## src/rtl/ir_consts.sv

```systemverilog
// Shared constants for the IR transmitter path: datapath width and carrier/bit
// timing terminal counts for the frequency generators.
package ir_consts;

  localparam int INT_SIZE = 32;

  typedef logic [INT_SIZE-1:0] count_t;

  localparam longint unsigned SYS_CLK_HZ = 64'd50_000_000;
  localparam longint unsigned CARRIER_HZ = 64'd38_000;
  localparam longint unsigned BIT_TICK_HZ = 64'd1_778;

  // Terminal value M such that one pulse occurs every sys_hz/tick_hz cycles.
  function automatic count_t tick_terminal(input longint unsigned sys_hz,
                                           input longint unsigned tick_hz);
    return count_t'((sys_hz / tick_hz) - 64'd1);
  endfunction

  // Carrier needs out_clk at CARRIER_HZ, so the wrap rate is twice that.
  localparam count_t CARRIER_TERMINAL = tick_terminal(SYS_CLK_HZ, 2 * CARRIER_HZ);
  localparam count_t BIT_TERMINAL     = tick_terminal(SYS_CLK_HZ, BIT_TICK_HZ);

endpackage

```

## src/rtl/frequency_generator_if.sv

```systemverilog
// Terminal-count input and divided outputs of a frequency generator.
interface frequency_generator_if;
  import ir_consts::*;

  count_t max_counter_value;
  logic   out_clk;
  logic   out_pulse;

  modport master (
    output max_counter_value,
    input  out_clk,
    input  out_pulse
  );

  modport slave (
    input  max_counter_value,
    output out_clk,
    output out_pulse
  );

endinterface

```

## src/rtl/frequency_generator.sv

```systemverilog
// Programmable tick generator: a strobe every M+1 sys_clk cycles and a 50%-duty
// clock that toggles on each wrap.
module frequency_generator
  import ir_consts::*;
(
    input logic sys_clk,
    input logic reset,
    frequency_generator_if.slave bus
);

    count_t cnt;
    logic   wrap;
    logic   pulse_q;
    logic   clk_q;

    // The >= compare lets a shrinking M take effect at once without overrunning.
    assign wrap = (cnt >= bus.max_counter_value);

    // NOTE: sequential state uses non-blocking assignments so every register
    // samples the pre-edge values, independent of block ordering.
    always_ff @(posedge sys_clk or posedge reset) begin
        if (reset) begin
            cnt <= '0;
        end else if (wrap) begin
            cnt <= '0;
        end else begin
            cnt <= cnt + count_t'(1);
        end
    end

    always_ff @(posedge sys_clk or posedge reset) begin
        if (reset) begin
            pulse_q <= 1'b0;
            clk_q   <= 1'b0;
        end else begin
            pulse_q <= wrap;
            if (wrap) begin
                clk_q <= ~clk_q;
            end
        end
    end

    assign bus.out_pulse = pulse_q;
    assign bus.out_clk   = clk_q;

endmodule

```

## src/flat_wrapper.sv

```systemverilog
// flat-port wrapper written by rule: the top's interface ports become plain ports
module frequency_generator_flat import ir_consts::*;
  (sys_clk, reset, bus_max_counter_value, bus_out_clk, bus_out_pulse);
  frequency_generator_if bus_i ();
  input logic sys_clk;
  input logic reset;
  input wire logic [$bits(bus_i.max_counter_value)-1:0] bus_max_counter_value;
  output wire logic [$bits(bus_i.out_clk)-1:0] bus_out_clk;
  output wire logic [$bits(bus_i.out_pulse)-1:0] bus_out_pulse;
  assign bus_i.max_counter_value = bus_max_counter_value;
  assign bus_out_clk = bus_i.out_clk;
  assign bus_out_pulse = bus_i.out_pulse;
  frequency_generator u_core (.sys_clk(sys_clk), .reset(reset), .bus(bus_i));
endmodule
```

## config.mk

```make
export PLATFORM = sky130hd
export DESIGN_NAME = frequency_generator_flat
export DESIGN_NICKNAME = d
export VERILOG_FILES = /design/src/rtl/ir_consts.sv /design/src/rtl/frequency_generator_if.sv /design/src/rtl/frequency_generator.sv /design/src/flat_wrapper.sv
export SDC_FILE = /design/constraint.sdc
export NUM_CORES = 1
export LEC_CHECK = 0
export BUFFER_PORTS_ARGS = -buffer_cell sky130_fd_sc_hd__buf_4
export CAP_MARGIN = 40
export CORE_UTILIZATION = 62
export CTS_CLUSTER_DIAMETER = 60
export DETAILED_ROUTE_END_ITERATION = 8
export PLACE_DENSITY = 0.83
export SKIP_LAST_GASP = 1
export SLEW_MARGIN = 0
export SYNTH_ARGS = -nofsm -noshare
export SYNTH_HDL_FRONTEND = slang
export SYNTH_SLANG_ARGS = --single-unit
```

## constraint.sdc

```tcl
create_clock -name sys_clk -period 5 [get_ports sys_clk]
set_input_delay 0.5 -clock sys_clk [delete_from_list [all_inputs] [get_ports sys_clk]]
set_output_delay 0.5 -clock sys_clk [all_outputs]
set_load 0.02 [all_outputs]
```

==> flow_summary.html, run 1 <==
<table>
<tr><th>Metric</th><th>Value</th></tr>
<tr><th colspan="2">Synth</th></tr>
<tr><td>Number of cells produced by synthesis</td><td>278</td></tr>
<tr><td>Synth Warn #</td><td>0</td></tr>
<tr><td>Main flop type after synthesis</td><td>dfrtp_1</td></tr>
<tr><td>Net count of the mapped netlist</td><td>~350</td></tr>
<tr><td>Syn Area/Cell</td><td>just over 9 sq um</td></tr>
<tr><td>Number of library cell types mapped by synthesis</td><td>38</td></tr>
<tr><td>EDFF count, synth</td><td>0</td></tr>
<tr><td>Share of synthesized area occupied by flip-flops and latches</td><td>around a third</td></tr>
<tr><td>Share of async-settable or async-resettable flops after synthesis</td><td>between 90% and 100%</td></tr>
<tr><td>Synthesized cell area</td><td>around 2500 sq um</td></tr>
<tr><td>Post-synthesis sequential element count</td><td>34</td></tr>
<tr><th colspan="2">Global routing</th></tr>
<tr><td>Overall routing resource usage</td><td>a little under a third</td></tr>
<tr><td>Residual overflow from global routing</td><td>0</td></tr>
<tr><td>First-pass GRT wire length</td><td>approximately 9.9 mm</td></tr>
<tr><td>Number of global-route vias before repair</td><td>2156</td></tr>
<tr><td>Pin count of the biggest net entering global routing</td><td>35</td></tr>
<tr><td>Antenna violations before repair</td><td>0</td></tr>
<tr><th colspan="2">CTS</th></tr>
<tr><td>Sinks on the clock net</td><td>34</td></tr>
<tr><td>Cell at the root of the clock tree</td><td>clkbuf_8</td></tr>
<tr><td>CTS H-tree depth</td><td>2</td></tr>
<tr><td>Max Root-Sink Buffers</td><td>2</td></tr>
<tr><td>Clock latency on the worst-skew pair</td><td>about 0.29 ns</td></tr>
<tr><td>Quantity of hold-fixing buffers added after cts</td><td>0</td></tr>
<tr><td>TritonCTS buffer count</td><td>5</td></tr>
<tr><td>Post-CTS setup-driven buffer insertion count</td><td>0</td></tr>
<tr><td>Clock slew seen by the registers of the worst setup and hold paths</td><td>around 0.080 ns</td></tr>
<tr><td>CTS tree</td><td>built</td></tr>
<tr><td>Quantity of gates resized following cts</td><td>0</td></tr>
<tr><th colspan="2">Worst setup path</th></tr>
<tr><td>R2r worst-path depth</td><td>6</td></tr>
<tr><td>Worst Path Max Fanout</td><td>20</td></tr>
<tr><td>Element type at the critical path end</td><td>flip-flop</td></tr>
<tr><td>Stages on worst setup path</td><td>6</td></tr>
<tr><td>Biggest cell delay along the critical path</td><td>0.58 ns</td></tr>
<tr><td>Crit path buffers/inverters</td><td>1</td></tr>
<tr><td>CP cell instances</td><td>ha_1 -&gt; nand4_1 -&gt; nor4_1 -&gt; a21boi_2 -&gt; buf_4 -&gt; nor3_1</td></tr>
<tr><td>Data required time at the worst endpoint</td><td>a little over 5 ns</td></tr>
<tr><td>Slowest stage cell on the critical path</td><td>nor4_1</td></tr>
<tr><td>Kind of critical path</td><td>flip-flop to flip-flop</td></tr>
<tr><td>FF-to-FF Start</td><td>u_core.cnt[29]$_DFF_PP0_</td></tr>
<tr><td>Source of the critical timing path</td><td>u_core.cnt[29]$_DFF_PP0_</td></tr>
<tr><td>Arrival time at the worst endpoint</td><td>2.92 ns</td></tr>
<tr><td>Kind of start point of the critical path</td><td>flip-flop</td></tr>
<tr><td>Cell type group with the largest total delay on the critical path</td><td>simple AND/OR/NAND/NOR gates</td></tr>
<tr><th colspan="2">Detailed routing</th></tr>
<tr><td>Wire length after detailed routing</td><td>roughly 5.5 mm</td></tr>
<tr><td>Violation count after the first detailed-routing iteration</td><td>approximately 200</td></tr>
<tr><td>Number of vias after detailed routing</td><td>~2100</td></tr>
<tr><td>Routed wire per std cell</td><td>roughly 15 um</td></tr>
<tr><td>DRT Pass-1 Iters</td><td>4</td></tr>
<tr><td>Final routed DRC violation total</td><td>0</td></tr>
<tr><td>Routed vias/inst</td><td>5.77</td></tr>
<tr><td>Antenna violation net count after detailed routing</td><td>0</td></tr>
<tr><th colspan="2">Pwr</th></tr>
<tr><td>Psw</td><td>0.343 mW</td></tr>
<tr><td>Total power per unit cell area</td><td>roughly 320 nW/um^2</td></tr>
<tr><td>Clock network fraction of total power</td><td>approximately 23%</td></tr>
<tr><td>Internal power component</td><td>0.587 mW</td></tr>
<tr><td>Switching part of the total power</td><td>~37%</td></tr>
<tr><td>Highest ir drop seen on vdd</td><td>around 0.00017 V</td></tr>
<tr><td>Power share of the combinational group</td><td>31.9%</td></tr>
<tr><td>Leakage component of the power</td><td>roughly 1.5 nW</td></tr>
<tr><td>Sequential share of power</td><td>between 40% and 50%</td></tr>
<tr><th colspan="2">Status</th></tr>
<tr><td>Status</td><td>completed</td></tr>
<tr><th colspan="2">Timing</th></tr>
<tr><td>Final critical path time including I/O delays and setup</td><td>2.77 ns</td></tr>
<tr><td>Max frequency</td><td>361 MHz</td></tr>
<tr><td>Tightest Pin Transition</td><td>between 0.6 and 0.7 ns</td></tr>
<tr><td>Setup violations, final</td><td>0</td></tr>
<tr><td>Final clock period utilization by the worst path</td><td>a little under three fifths</td></tr>
<tr><td>Least setup slack across all paths after layout</td><td>around 2.2 ns</td></tr>
<tr><td>Slew margin rel.</td><td>between 50 and 60%</td></tr>
<tr><td>Accumulated negative setup slack</td><td>0 ns</td></tr>
<tr><td>Final slew viol count</td><td>0</td></tr>
<tr><td>Fin. Hold Viols</td><td>0</td></tr>
<tr><td>Setup repair after global routing missed its margin</td><td>false</td></tr>
<tr><td>Clock tree skew after final layout</td><td>~0.010 ns</td></tr>
<tr><th colspan="2">Finish</th></tr>
<tr><td>Filler cell count in the final layout</td><td>~280</td></tr>
<tr><td>Net count reported at finish</td><td>around 380</td></tr>
<tr><td>Ratio of cells with drive above 1 in the final layout</td><td>about a fifth</td></tr>
<tr><td>Area of the multi-input gates</td><td>around 1500 sq um</td></tr>
<tr><td>Post-synthesis to final-layout area growth</td><td>16.9%</td></tr>
<tr><td>Area occupied by registers</td><td>between 800 and 900 sq um</td></tr>
<tr><td>Antenna diode count</td><td>0</td></tr>
<tr><td>Final cell utilization of the core</td><td>78.2%</td></tr>
<tr><th colspan="2">Floorplan</th></tr>
<tr><td>Number of placed I/O pins</td><td>36</td></tr>
<tr><td>Die Footprint</td><td>roughly 4300 sq um</td></tr>
<tr><td>Effective utilization at floorplan</td><td>approximately 67%</td></tr>
<tr><td>Overall die width</td><td>between 60 and 70 um</td></tr>
<tr><td>Core Rows</td><td>22</td></tr>
<tr><td>Overall die height</td><td>65.8 um</td></tr>
<tr><td>Core box area</td><td>3770 sq um</td></tr>
<tr><th colspan="2">Placed design</th></tr>
<tr><td>RePlAce Congestion</td><td>0.825</td></tr>
<tr><td>Port-buffer cells</td><td>35</td></tr>
<tr><td>HPWL after DPL</td><td>between 4 and 5 mm</td></tr>
<tr><td>Pre-CTS worst setup slack</td><td>a little over 2 ns</td></tr>
<tr><th colspan="2">Min path</th></tr>
<tr><td>Worst min path class</td><td>primary input to async pin</td></tr>
<tr><th colspan="2">Flow run</th></tr>
<tr><td>Max-Cap Viols</td><td>0</td></tr>
</table>
==> final timing paths <==
check / to / slack, ns
setup / recovery: u_core.cnt[7]$_DFF_PP0_ / 2.23
setup reg to reg: u_core.cnt[7]$_DFF_PP0_ / 2.23
min in group sys_clk: u_core.cnt[0]$_DFF_PP0_ / 0.53
hold / removal: u_core.cnt[5]$_DFF_PP0_ / 0.30
hold reg to reg: u_core.cnt[0]$_DFF_PP0_ / 0.53
max in group asynchronous: u_core.cnt[27]$_DFF_PP0_ / 4.38
==> metrics by stage <==
stage	instances	instance area, sq um	hold slack (ns)	power [mW]
after floorplan	278	2520	0.485	0.613
after global placement	358	2850	0.515	0.701
after detailed placement	358	2850	0.526	0.720
after CTS	366	2950	0.319	0.933
after global routing	366	2950	0.383	0.996
final	366	2950	0.300	0.931
==> cells in the final DEF (no fill, tap or decap), drive strengths merged <==
cell type / count
ha: 33
a21bo: 1
nor4: 4
a211oi: 4
a311oi: 1
o22ai: 1
clkinvlp: 1
o21a: 1
o31ai: 1
and4: 1
o311a: 1
nand4: 13
a21boi: 2
nand3: 22
xor2: 20
nor3: 29
inv: 38
dfrtp: 34
xnor2: 7
or3: 4
o21ai: 7
a2bb2oi: 1
clkbuf: 6
nand2: 14
clkinv: 1
nor2: 8
buf: 38
a2111o: 1
nor3b: 2
a21oi: 12
nand2b: 3
a221oi: 2
and3: 5
==> final cells by class <==
class,instances,area share (%)
flip-flops and latches,34,28.9
inverters,38,4.84
repair buffers,38,9.67
clock buffers,6,2.80
well taps,48,2.04
multi-input cells,200,51.4
clock inverters,2,0.424
==> sequential cells by signal (all words and copies together), names as in the netlist <==
register              count
u_core.cnt               32
u_core.bus.out_clk        1
u_core.bus.out_pulse      1
==> synthesized netlist by cell type (all sizes together) (5+ instances only) <==
cell / n / area [sq um]
nand2: 14 / 52.6
nand3: 22 / 133
nor2: 8 / 30.0
inv: 38 / 143
a21oi: 12 / 60.1
o21ai: 7 / 35.0
xor2: 20 / 175
and3: 5 / 32.5
ha: 33 / 413
nand4: 13 / 87.6
nor3: 29 / 145
dfrtp: 34 / 851
xnor2: 7 / 61.3
==> metal layers <==
layer | track usage, % | share of wire, %
met4 | 14.4 | 2.9
met3 | 7.59 | 5.0
met5 | 0 | 0
met2 | 49.0 | 47
met1 | 38.6 | 45
==> power groups by stage <==
stage	logic, mW	registers [mW]	clock network (mW)
2_1_floorplan	0.206	0.407	0
3_3_place_gp	0.282	0.420	0
3_5_place_dp	0.297	0.423	0
4_1_cts	0.300	0.418	0.215
5_1_grt	0.340	0.429	0.227
6_report	0.297	0.419	0.215
==> kinds of logic after synthesis <==
logic type               share of synthesized area, %
XOR/XNOR                                         9.38
buffers and inverters                            6.75
AO/OA/AOI/OAI                                    9.82
flip-flops                                       33.7
adder cells (fa/ha/maj)                          16.4
AND/OR/NAND/NOR                                  24.0
==> tightest hold or removal path, stage by stage <==
cell	delay [ns]
buf_4	0.11
inv_1	0.04
buf_4	0.37
Power figures use the tool's default switching activity.
==> run 2: changes to the inputs <==
--- a/config.mk
+++ b/config.mk
@@ -7,10 +7,10 @@
 export LEC_CHECK = 0
 export BUFFER_PORTS_ARGS = -buffer_cell sky130_fd_sc_hd__buf_4
 export CAP_MARGIN = 40
-export CORE_UTILIZATION = 62
+export CORE_UTILIZATION = 58
 export CTS_CLUSTER_DIAMETER = 60
 export DETAILED_ROUTE_END_ITERATION = 8
-export PLACE_DENSITY = 0.83
+export PLACE_DENSITY = 0.79
 export SKIP_LAST_GASP = 1
 export SLEW_MARGIN = 0
 export SYNTH_ARGS = -nofsm -noshare
==> constraint.sdc (replaced) <==
create_clock -name sys_clk -period 2.55 [get_ports sys_clk]
set_input_delay 0.255 -clock sys_clk [delete_from_list [all_inputs] [get_ports sys_clk]]
set_output_delay 0.255 -clock sys_clk [all_outputs]
set_load 0.02 [all_outputs]
==> run 2 against run 1 <==
- maximum frequency increased by 19%
- sequential cell count did not move
- combinational power up 98%
- largest power group unchanged
- critical path depth is the same
- highest routed layer unchanged
- global-route usage decreased by 2.9 points
- hold slack worse by 0.24 ns
- critical path type unchanged
- largest cell class unchanged
- worst setup slack lost 2.0 ns
- clock power grew 77%
- final cell count rose by 1.6%
- count of clock-buffer cells in the layout grew 1
==> flow_summary.html, run 2 (synthesis results as in run 1) <==
<table>
<tr><th>Metric</th><th>Value</th></tr>
<tr><th colspan="2">CTS</th></tr>
<tr><td>Cell at the root of the clock tree</td><td>clkbuf_8</td></tr>
<tr><td>Sinks on the clock net</td><td>34</td></tr>
<tr><td>Quantity of hold-fixing buffers added after cts</td><td>0</td></tr>
<tr><td>Max Root-Sink Buffers</td><td>2</td></tr>
<tr><td>Quantity of gates resized following cts</td><td>0</td></tr>
<tr><td>Clock slew seen by the registers of the worst setup and hold paths</td><td>approximately 0.070 ns</td></tr>
<tr><td>TritonCTS buffer count</td><td>5</td></tr>
<tr><td>Post-CTS setup-driven buffer insertion count</td><td>0</td></tr>
<tr><td>Clock latency on the worst-skew pair</td><td>a little under 0.3 ns</td></tr>
<tr><td>CTS H-tree depth</td><td>2</td></tr>
<tr><td>CTS tree</td><td>built</td></tr>
<tr><th colspan="2">Timing</th></tr>
<tr><td>Clock tree skew after final layout</td><td>0.00762 ns</td></tr>
<tr><td>Max frequency</td><td>between 400 and 500 MHz</td></tr>
<tr><td>Final clock period utilization by the worst path</td><td>between 90% and 100%</td></tr>
<tr><td>Final critical path time including I/O delays and setup</td><td>~2.3 ns</td></tr>
<tr><td>Final slew viol count</td><td>0</td></tr>
<tr><td>Accumulated negative setup slack</td><td>0 ns</td></tr>
<tr><td>Tightest Pin Transition</td><td>0.568 ns</td></tr>
<tr><td>Setup violations, final</td><td>0</td></tr>
<tr><td>Slew margin rel.</td><td>between 60 and 70%</td></tr>
<tr><td>Tightest hold margin</td><td>0.0616 ns</td></tr>
<tr><td>Setup repair after global routing missed its margin</td><td>false</td></tr>
<tr><td>Fin. Hold Viols</td><td>0</td></tr>
<tr><th colspan="2">Detailed routing</th></tr>
<tr><td>Routed wire per std cell</td><td>14.5 um</td></tr>
<tr><td>Number of vias after detailed routing</td><td>2111</td></tr>
<tr><td>DRT Pass-1 Iters</td><td>4</td></tr>
<tr><td>Wire length after detailed routing</td><td>5.38 mm</td></tr>
<tr><td>Violation count after the first detailed-routing iteration</td><td>between 100 and 150</td></tr>
<tr><td>Routed vias/inst</td><td>between 5 and 6</td></tr>
<tr><td>Final routed DRC violation total</td><td>0</td></tr>
<tr><td>Antenna violation net count after detailed routing</td><td>0</td></tr>
<tr><th colspan="2">Flow run</th></tr>
<tr><td>Max-Cap Viols</td><td>0</td></tr>
<tr><th colspan="2">Worst setup path</th></tr>
<tr><td>Kind of start point of the critical path</td><td>flip-flop</td></tr>
<tr><td>Source of the critical timing path</td><td>u_core.cnt[27]$_DFF_PP0_</td></tr>
<tr><td>FF-to-FF Start</td><td>u_core.cnt[27]$_DFF_PP0_</td></tr>
<tr><td>Data required time at the worst endpoint</td><td>2.71 ns</td></tr>
<tr><td>Arrival time at the worst endpoint</td><td>~2.5 ns</td></tr>
<tr><td>Kind of critical path</td><td>flip-flop to flip-flop</td></tr>
<tr><td>Worst Path Max Fanout</td><td>12</td></tr>
<tr><td>Element type at the critical path end</td><td>flip-flop</td></tr>
<tr><th colspan="2">Placed design</th></tr>
<tr><td>RePlAce Congestion</td><td>around 0.84</td></tr>
<tr><td>HPWL after DPL</td><td>around 4.1 mm</td></tr>
<tr><td>Port-buffer cells</td><td>35</td></tr>
<tr><th colspan="2">Pwr</th></tr>
<tr><td>Psw</td><td>0.654 mW</td></tr>
<tr><td>Total power per unit cell area</td><td>between 600 and 700 nW/um^2</td></tr>
<tr><td>Leakage component of the power</td><td>~1.5 nW</td></tr>
<tr><td>Highest ir drop seen on vdd</td><td>approximately 0.00045 V</td></tr>
<tr><td>Internal power component</td><td>between 1 and 1.5 mW</td></tr>
<tr><td>Clock network fraction of total power</td><td>between 20% and 30%</td></tr>
<tr><td>Switching part of the total power</td><td>36.6%</td></tr>
<tr><td>Power share of the combinational group</td><td>between 30% and 40%</td></tr>
<tr><td>Sequential share of power</td><td>a little under half</td></tr>
<tr><th colspan="2">Floorplan</th></tr>
<tr><td>Core box area</td><td>between 4000 and 5000 sq um</td></tr>
<tr><td>Overall die width</td><td>between 60 and 70 um</td></tr>
<tr><td>Number of placed I/O pins</td><td>36</td></tr>
<tr><td>Die Footprint</td><td>approximately 4600 sq um</td></tr>
<tr><td>Overall die height</td><td>around 68 um</td></tr>
<tr><td>Core Rows</td><td>23</td></tr>
<tr><td>Effective utilization at floorplan</td><td>61.7%</td></tr>
<tr><th colspan="2">Global routing</th></tr>
<tr><td>Overall routing resource usage</td><td>27.8%</td></tr>
<tr><td>First-pass GRT wire length</td><td>between 9 and 10 mm</td></tr>
<tr><td>Antenna violations before repair</td><td>0</td></tr>
<tr><td>Pin count of the biggest net entering global routing</td><td>35</td></tr>
<tr><td>Number of global-route vias before repair</td><td>between 2000 and 2500</td></tr>
<tr><td>Residual overflow from global routing</td><td>0</td></tr>
<tr><th colspan="2">Finish</th></tr>
<tr><td>Filler cell count in the final layout</td><td>300</td></tr>
<tr><td>Net count reported at finish</td><td>about 390</td></tr>
<tr><td>Most common cell after layout, fill and taps aside</td><td>buf_4</td></tr>
<tr><td>Number of flip-flops under the largest register name</td><td>32</td></tr>
<tr><td>Most frequent cells in the layout</td><td>43 x buf_4, 38 x inv_1, 34 x dfrtp_1</td></tr>
<tr><td>Post-synthesis to final-layout area growth</td><td>17.8%</td></tr>
<tr><td>Most flop-heavy register</td><td>u_core.cnt</td></tr>
<tr><td>Antenna diode count</td><td>0</td></tr>
<tr><td>Ratio of cells with drive above 1 in the final layout</td><td>19.3%</td></tr>
<tr><th colspan="2">Status</th></tr>
<tr><td>Status</td><td>completed</td></tr>
<tr><th colspan="2">Min path</th></tr>
<tr><td>Worst min path class</td><td>primary input to async pin</td></tr>
</table>
run 2: area by class of cell:
class,instances,area (sq um),area share (%)
inverter,38,143,4.80
tap,50,62.6,2.11
multi-input combinational,200,1520,51.0
clock buffer,7,76.3,2.57
sequential,34,851,28.6
timing repair buffer,43,323,10.9
run 2: per-stage QoR:
stage               util (%)  std cells  area (sq um)  worst slack, ns  total power [mW]
global route            72.7        372          2970           0.0544              1.92
floorplan                  -        278          2520            0.493              1.20
detailed placement      70.8        365          2890            0.250              1.41
global placement        70.8        365          2890            0.284              1.38
CTS                     72.7        372          2970            0.248              1.79
finish                  72.7        372          2970            0.221              1.79
run 2: final timing paths:
check                      slack, ns  cells past startpoint                  endpoint
max reg2reg                     0.22                      6  u_core.cnt[12]$_DFF_PP0_
max                             0.22                      6  u_core.cnt[12]$_DFF_PP0_
min in group sys_clk            0.52                      1   u_core.cnt[0]$_DFF_PP0_
max in group asynchronous       2.18                      3  u_core.cnt[14]$_DFF_PP0_
min                             0.06                      3  u_core.cnt[18]$_DFF_PP0_
min reg2reg                     0.52                      1   u_core.cnt[0]$_DFF_PP0_
run 2: layer usage:
| layer | share of wire, % | global-route usage (%) | wire length (um) |
|---|---|---|---|
| met1 | 47 | 36.2 | 2540 |
| met4 | 1.7 | 9.90 | 89 |
| met5 | 0 | 0 | 0 |
| met2 | 45 | 45.3 | 2440 |
| met3 | 5.6 | 5.50 | 301 |
run 2: worst max-delay path: stages, from the launching register on:
cell and delay [ns]:
dfrtp_1 0.42, ha_1 0.33, nand4_1 0.25, nor4_1 0.59, a21boi_2 0.30, buf_4 0.22, nor3_1 0.08
run 2: power by group through the flow:
| stage | Sequential, mW | Clock, mW | Combinational [mW] |
|---|---|---|---|
| 3_5_place_dp | 0.830 | 0 | 0.584 |
| 2_1_floorplan | 0.798 | 0 | 0.403 |
| 4_1_cts | 0.820 | 0.381 | 0.590 |
| 5_1_grt | 0.838 | 0.405 | 0.677 |
| 6_report | 0.820 | 0.380 | 0.587 |
| 3_3_place_gp | 0.823 | 0 | 0.559 |
==> run 3: changes to the inputs <==
--- a/config.mk
+++ b/config.mk
@@ -7,10 +7,10 @@
 export LEC_CHECK = 0
 export BUFFER_PORTS_ARGS = -buffer_cell sky130_fd_sc_hd__buf_4
 export CAP_MARGIN = 40
-export CORE_UTILIZATION = 58
+export CORE_UTILIZATION = 30
 export CTS_CLUSTER_DIAMETER = 60
 export DETAILED_ROUTE_END_ITERATION = 8
-export PLACE_DENSITY = 0.79
+export PLACE_DENSITY = 0.45
 export SKIP_LAST_GASP = 1
 export SLEW_MARGIN = 0
 export SYNTH_ARGS = -nofsm -noshare
==> run 3 against run 2 <==
- critical path depth did not move
- clock power rose by 61%
- sequential power barely moved
- hold slack improved by 0.0045 ns
- maximum frequency fell by 2.1%
- register-to-register slack got worse by 0.05 ns
- first-iteration DRC count fell by 50%
- global-route usage fell by 12 points
- utilization fell by 35 points
==> flow_summary.html, run 3 (synthesis results as in run 1) <==
<table>
<tr><th>Metric</th><th>Value</th></tr>
<tr><th colspan="2">Status</th></tr>
<tr><td>Status</td><td>completed</td></tr>
<tr><th colspan="2">Timing</th></tr>
<tr><td>Setup repair after global routing missed its margin</td><td>false</td></tr>
<tr><td>Slew margin rel.</td><td>~63%</td></tr>
<tr><td>Clock tree skew after final layout</td><td>between 0.008 and 0.009 ns</td></tr>
<tr><td>Max frequency</td><td>421 MHz</td></tr>
<tr><td>Accumulated negative setup slack</td><td>0 ns</td></tr>
<tr><td>Final critical path time including I/O delays and setup</td><td>2.38 ns</td></tr>
<tr><td>Tightest Pin Transition</td><td>0.554 ns</td></tr>
<tr><td>Final clock period utilization by the worst path</td><td>93.3%</td></tr>
<tr><td>Final slew viol count</td><td>0</td></tr>
<tr><td>Fin. Hold Viols</td><td>0</td></tr>
<tr><td>Setup violations, final</td><td>0</td></tr>
<tr><th colspan="2">Worst setup path</th></tr>
<tr><td>Cell type group with the largest total delay on the critical path</td><td>simple AND/OR/NAND/NOR gates</td></tr>
<tr><td>R2R Setup Slk</td><td>~0.17 ns</td></tr>
<tr><td>Biggest cell delay along the critical path</td><td>~0.59 ns</td></tr>
<tr><td>Crit path buffers/inverters</td><td>1</td></tr>
<tr><td>Element type at the critical path end</td><td>flip-flop</td></tr>
<tr><td>Slowest stage cell on the critical path</td><td>nor4_1</td></tr>
<tr><td>Kind of critical path</td><td>flip-flop to flip-flop</td></tr>
<tr><td>FF-to-FF Start</td><td>u_core.cnt[27]$_DFF_PP0_</td></tr>
<tr><td>Reg2reg end</td><td>u_core.cnt[21]$_DFF_PP0_</td></tr>
<tr><td>Worst Path Max Fanout</td><td>12</td></tr>
<tr><td>Arrival time at the worst endpoint</td><td>between 2 and 3 ns</td></tr>
<tr><td>R2r worst-path depth</td><td>6</td></tr>
<tr><td>CP cell instances</td><td>ha_1 -&gt; nand4_1 -&gt; nor4_1 -&gt; a21boi_2 -&gt; buf_4 -&gt; nor3_1</td></tr>
<tr><td>Kind of start point of the critical path</td><td>flip-flop</td></tr>
<tr><td>Data required time at the worst endpoint</td><td>between 2 and 3 ns</td></tr>
<tr><th colspan="2">Floorplan</th></tr>
<tr><td>Overall die width</td><td>93.7 um</td></tr>
<tr><td>Effective utilization at floorplan</td><td>between 30% and 40%</td></tr>
<tr><td>Number of placed I/O pins</td><td>36</td></tr>
<tr><td>Die Footprint</td><td>~8800 sq um</td></tr>
<tr><td>Core box area</td><td>8180 sq um</td></tr>
<tr><td>Core Rows</td><td>33</td></tr>
<tr><td>Overall die height</td><td>93.7 um</td></tr>
<tr><th colspan="2">Finish</th></tr>
<tr><td>Number of flip-flops under the largest register name</td><td>32</td></tr>
<tr><td>Antenna diode count</td><td>0</td></tr>
<tr><td>Area occupied by registers</td><td>roughly 850 sq um</td></tr>
<tr><td>Ratio of cells with drive above 1 in the final layout</td><td>slightly above 20%</td></tr>
<tr><td>Area of the multi-input gates</td><td>approximately 1500 sq um</td></tr>
<tr><td>Filler cell count in the final layout</td><td>853</td></tr>
<tr><td>Post-synthesis to final-layout area growth</td><td>23.7%</td></tr>
<tr><td>Most common cell after layout, fill and taps aside</td><td>buf_4</td></tr>
<tr><td>Net count reported at finish</td><td>390</td></tr>
<tr><td>Most flop-heavy register</td><td>u_core.cnt</td></tr>
<tr><td>Most frequent cells in the layout</td><td>43 x buf_4, 38 x inv_1, 34 x dfrtp_1</td></tr>
<tr><th colspan="2">Placed design</th></tr>
<tr><td>HPWL after DPL</td><td>around 4.5 mm</td></tr>
<tr><td>RePlAce Congestion</td><td>0.697</td></tr>
<tr><td>Port-buffer cells</td><td>35</td></tr>
<tr><th colspan="2">CTS</th></tr>
<tr><td>Clock slew seen by the registers of the worst setup and hold paths</td><td>about 0.080 ns</td></tr>
<tr><td>Quantity of gates resized following cts</td><td>0</td></tr>
<tr><td>CTS tree</td><td>built</td></tr>
<tr><td>Post-CTS setup-driven buffer insertion count</td><td>0</td></tr>
<tr><td>Cell at the root of the clock tree</td><td>clkbuf_8</td></tr>
<tr><td>CTS H-tree depth</td><td>2</td></tr>
<tr><td>Quantity of hold-fixing buffers added after cts</td><td>0</td></tr>
<tr><td>Sinks on the clock net</td><td>34</td></tr>
<tr><td>TritonCTS buffer count</td><td>5</td></tr>
<tr><td>Max Root-Sink Buffers</td><td>2</td></tr>
<tr><td>Clock latency on the worst-skew pair</td><td>about 0.29 ns</td></tr>
<tr><th colspan="2">Global routing</th></tr>
<tr><td>Overall routing resource usage</td><td>approximately 15%</td></tr>
<tr><td>Antenna violations before repair</td><td>0</td></tr>
<tr><td>Number of global-route vias before repair</td><td>~2100</td></tr>
<tr><td>Pin count of the biggest net entering global routing</td><td>35</td></tr>
<tr><td>First-pass GRT wire length</td><td>approximately 10 mm</td></tr>
<tr><td>Residual overflow from global routing</td><td>0</td></tr>
<tr><th colspan="2">Flow run</th></tr>
<tr><td>Max-Cap Viols</td><td>0</td></tr>
<tr><th colspan="2">Detailed routing</th></tr>
<tr><td>Routed vias/inst</td><td>between 4 and 5</td></tr>
<tr><td>DRT Pass-1 Iters</td><td>4</td></tr>
<tr><td>Routed wire per std cell</td><td>between 10 and 15 um</td></tr>
<tr><td>Wire length after detailed routing</td><td>5.91 mm</td></tr>
<tr><td>Violation count after the first detailed-routing iteration</td><td>57</td></tr>
<tr><td>Number of vias after detailed routing</td><td>roughly 2100</td></tr>
<tr><td>Antenna violation net count after detailed routing</td><td>0</td></tr>
<tr><td>Final routed DRC violation total</td><td>0</td></tr>
<tr><th colspan="2">Pwr</th></tr>
<tr><td>Sum of internal, switching and leakage power</td><td>2.01 mW</td></tr>
<tr><td>Total power per unit cell area</td><td>646 nW/um^2</td></tr>
<tr><td>Highest ir drop seen on vdd</td><td>around 0.0004 V</td></tr>
<tr><td>Leakage component of the power</td><td>roughly 1.6 nW</td></tr>
<tr><th colspan="2">Min path</th></tr>
<tr><td>Worst min path class</td><td>primary input to async pin</td></tr>
</table>
==> run 3: changes by cell type in the layout (fill, tap and decap cells not counted) <==
cell / delta
buf_12: +1
bufinv_16: +2
clkbuf_1: -2
clkinv_4: +1
==> run 3: power breakdown <==
part	switching [mW]	internal, mW
sequential	0.164	0.657
combinational	0.295	0.286
clock	0.220	0.392
total	0.680	1.33
==> run 3: cell type report <==
class,instances,share of cell area (%)
Multi-Input combinational cell,200,48.6
Sequential cell,34,27.3
Timing Repair Buffer,44,11.0
Inverter,38,4.57
Tap cell,105,4.21
Clock buffer,5,2.21
Clock inverter,3,2.21
==> run 3: worst max path at each step <==
stage	start	to	slack (ns)	cells after the start
4_1_cts	u_core.cnt[14]$_DFF_PP0_	u_core.cnt[21]$_DFF_PP0_	0.14	7
6_report	u_core.cnt[27]$_DFF_PP0_	u_core.cnt[21]$_DFF_PP0_	0.17	6
2_1_floorplan	u_core.cnt[0]$_DFF_PP0_	u_core.cnt[1]$_DFF_PP0_	0.49	8
3_3_place_gp	u_core.cnt[14]$_DFF_PP0_	u_core.cnt[11]$_DFF_PP0_	0.17	7
5_1_grt	u_core.cnt[14]$_DFF_PP0_	u_core.cnt[21]$_DFF_PP0_	0.04	7
3_5_place_dp	u_core.cnt[27]$_DFF_PP0_	u_core.cnt[12]$_DFF_PP0_	0.19	6
==> run 3: per-stage QoR <==
step | util, % | hold WS (ns) | cells | area (sq um) | setup slack (ns)
5_1_grt | 38.2 | 0.112 | 429 | 3120 | 0.0402
3_3_place_gp | 36.5 | 0.400 | 421 | 2980 | 0.168
6_report | 38.2 | 0.0662 | 429 | 3120 | 0.172
2_1_floorplan | - | 0.397 | 278 | 2520 | 0.493
4_1_cts | 38.2 | 0.0846 | 429 | 3120 | 0.145
3_5_place_dp | 36.5 | 0.404 | 421 | 2980 | 0.190
==> run 3: worst reg2reg max path: stages (launching register included) <==
cell and delay [ns]:
dfrtp_1 0.42, ha_1 0.33, nand4_1 0.27, nor4_1 0.59
a21boi_2 0.32, buf_4 0.22, nor3_1 0.09
==> run 3: layer usage <==
layer	share of wire [%]	GRT usage [%]	vias to the layer above	wire length [um]
met5	0	0	-	0
met4	1.2	4.23	0	70
met3	3.1	2.51	7	183
met2	44	24.5	27	2610
met1	52	21.7	963	3040
li1	-	-	1074	-
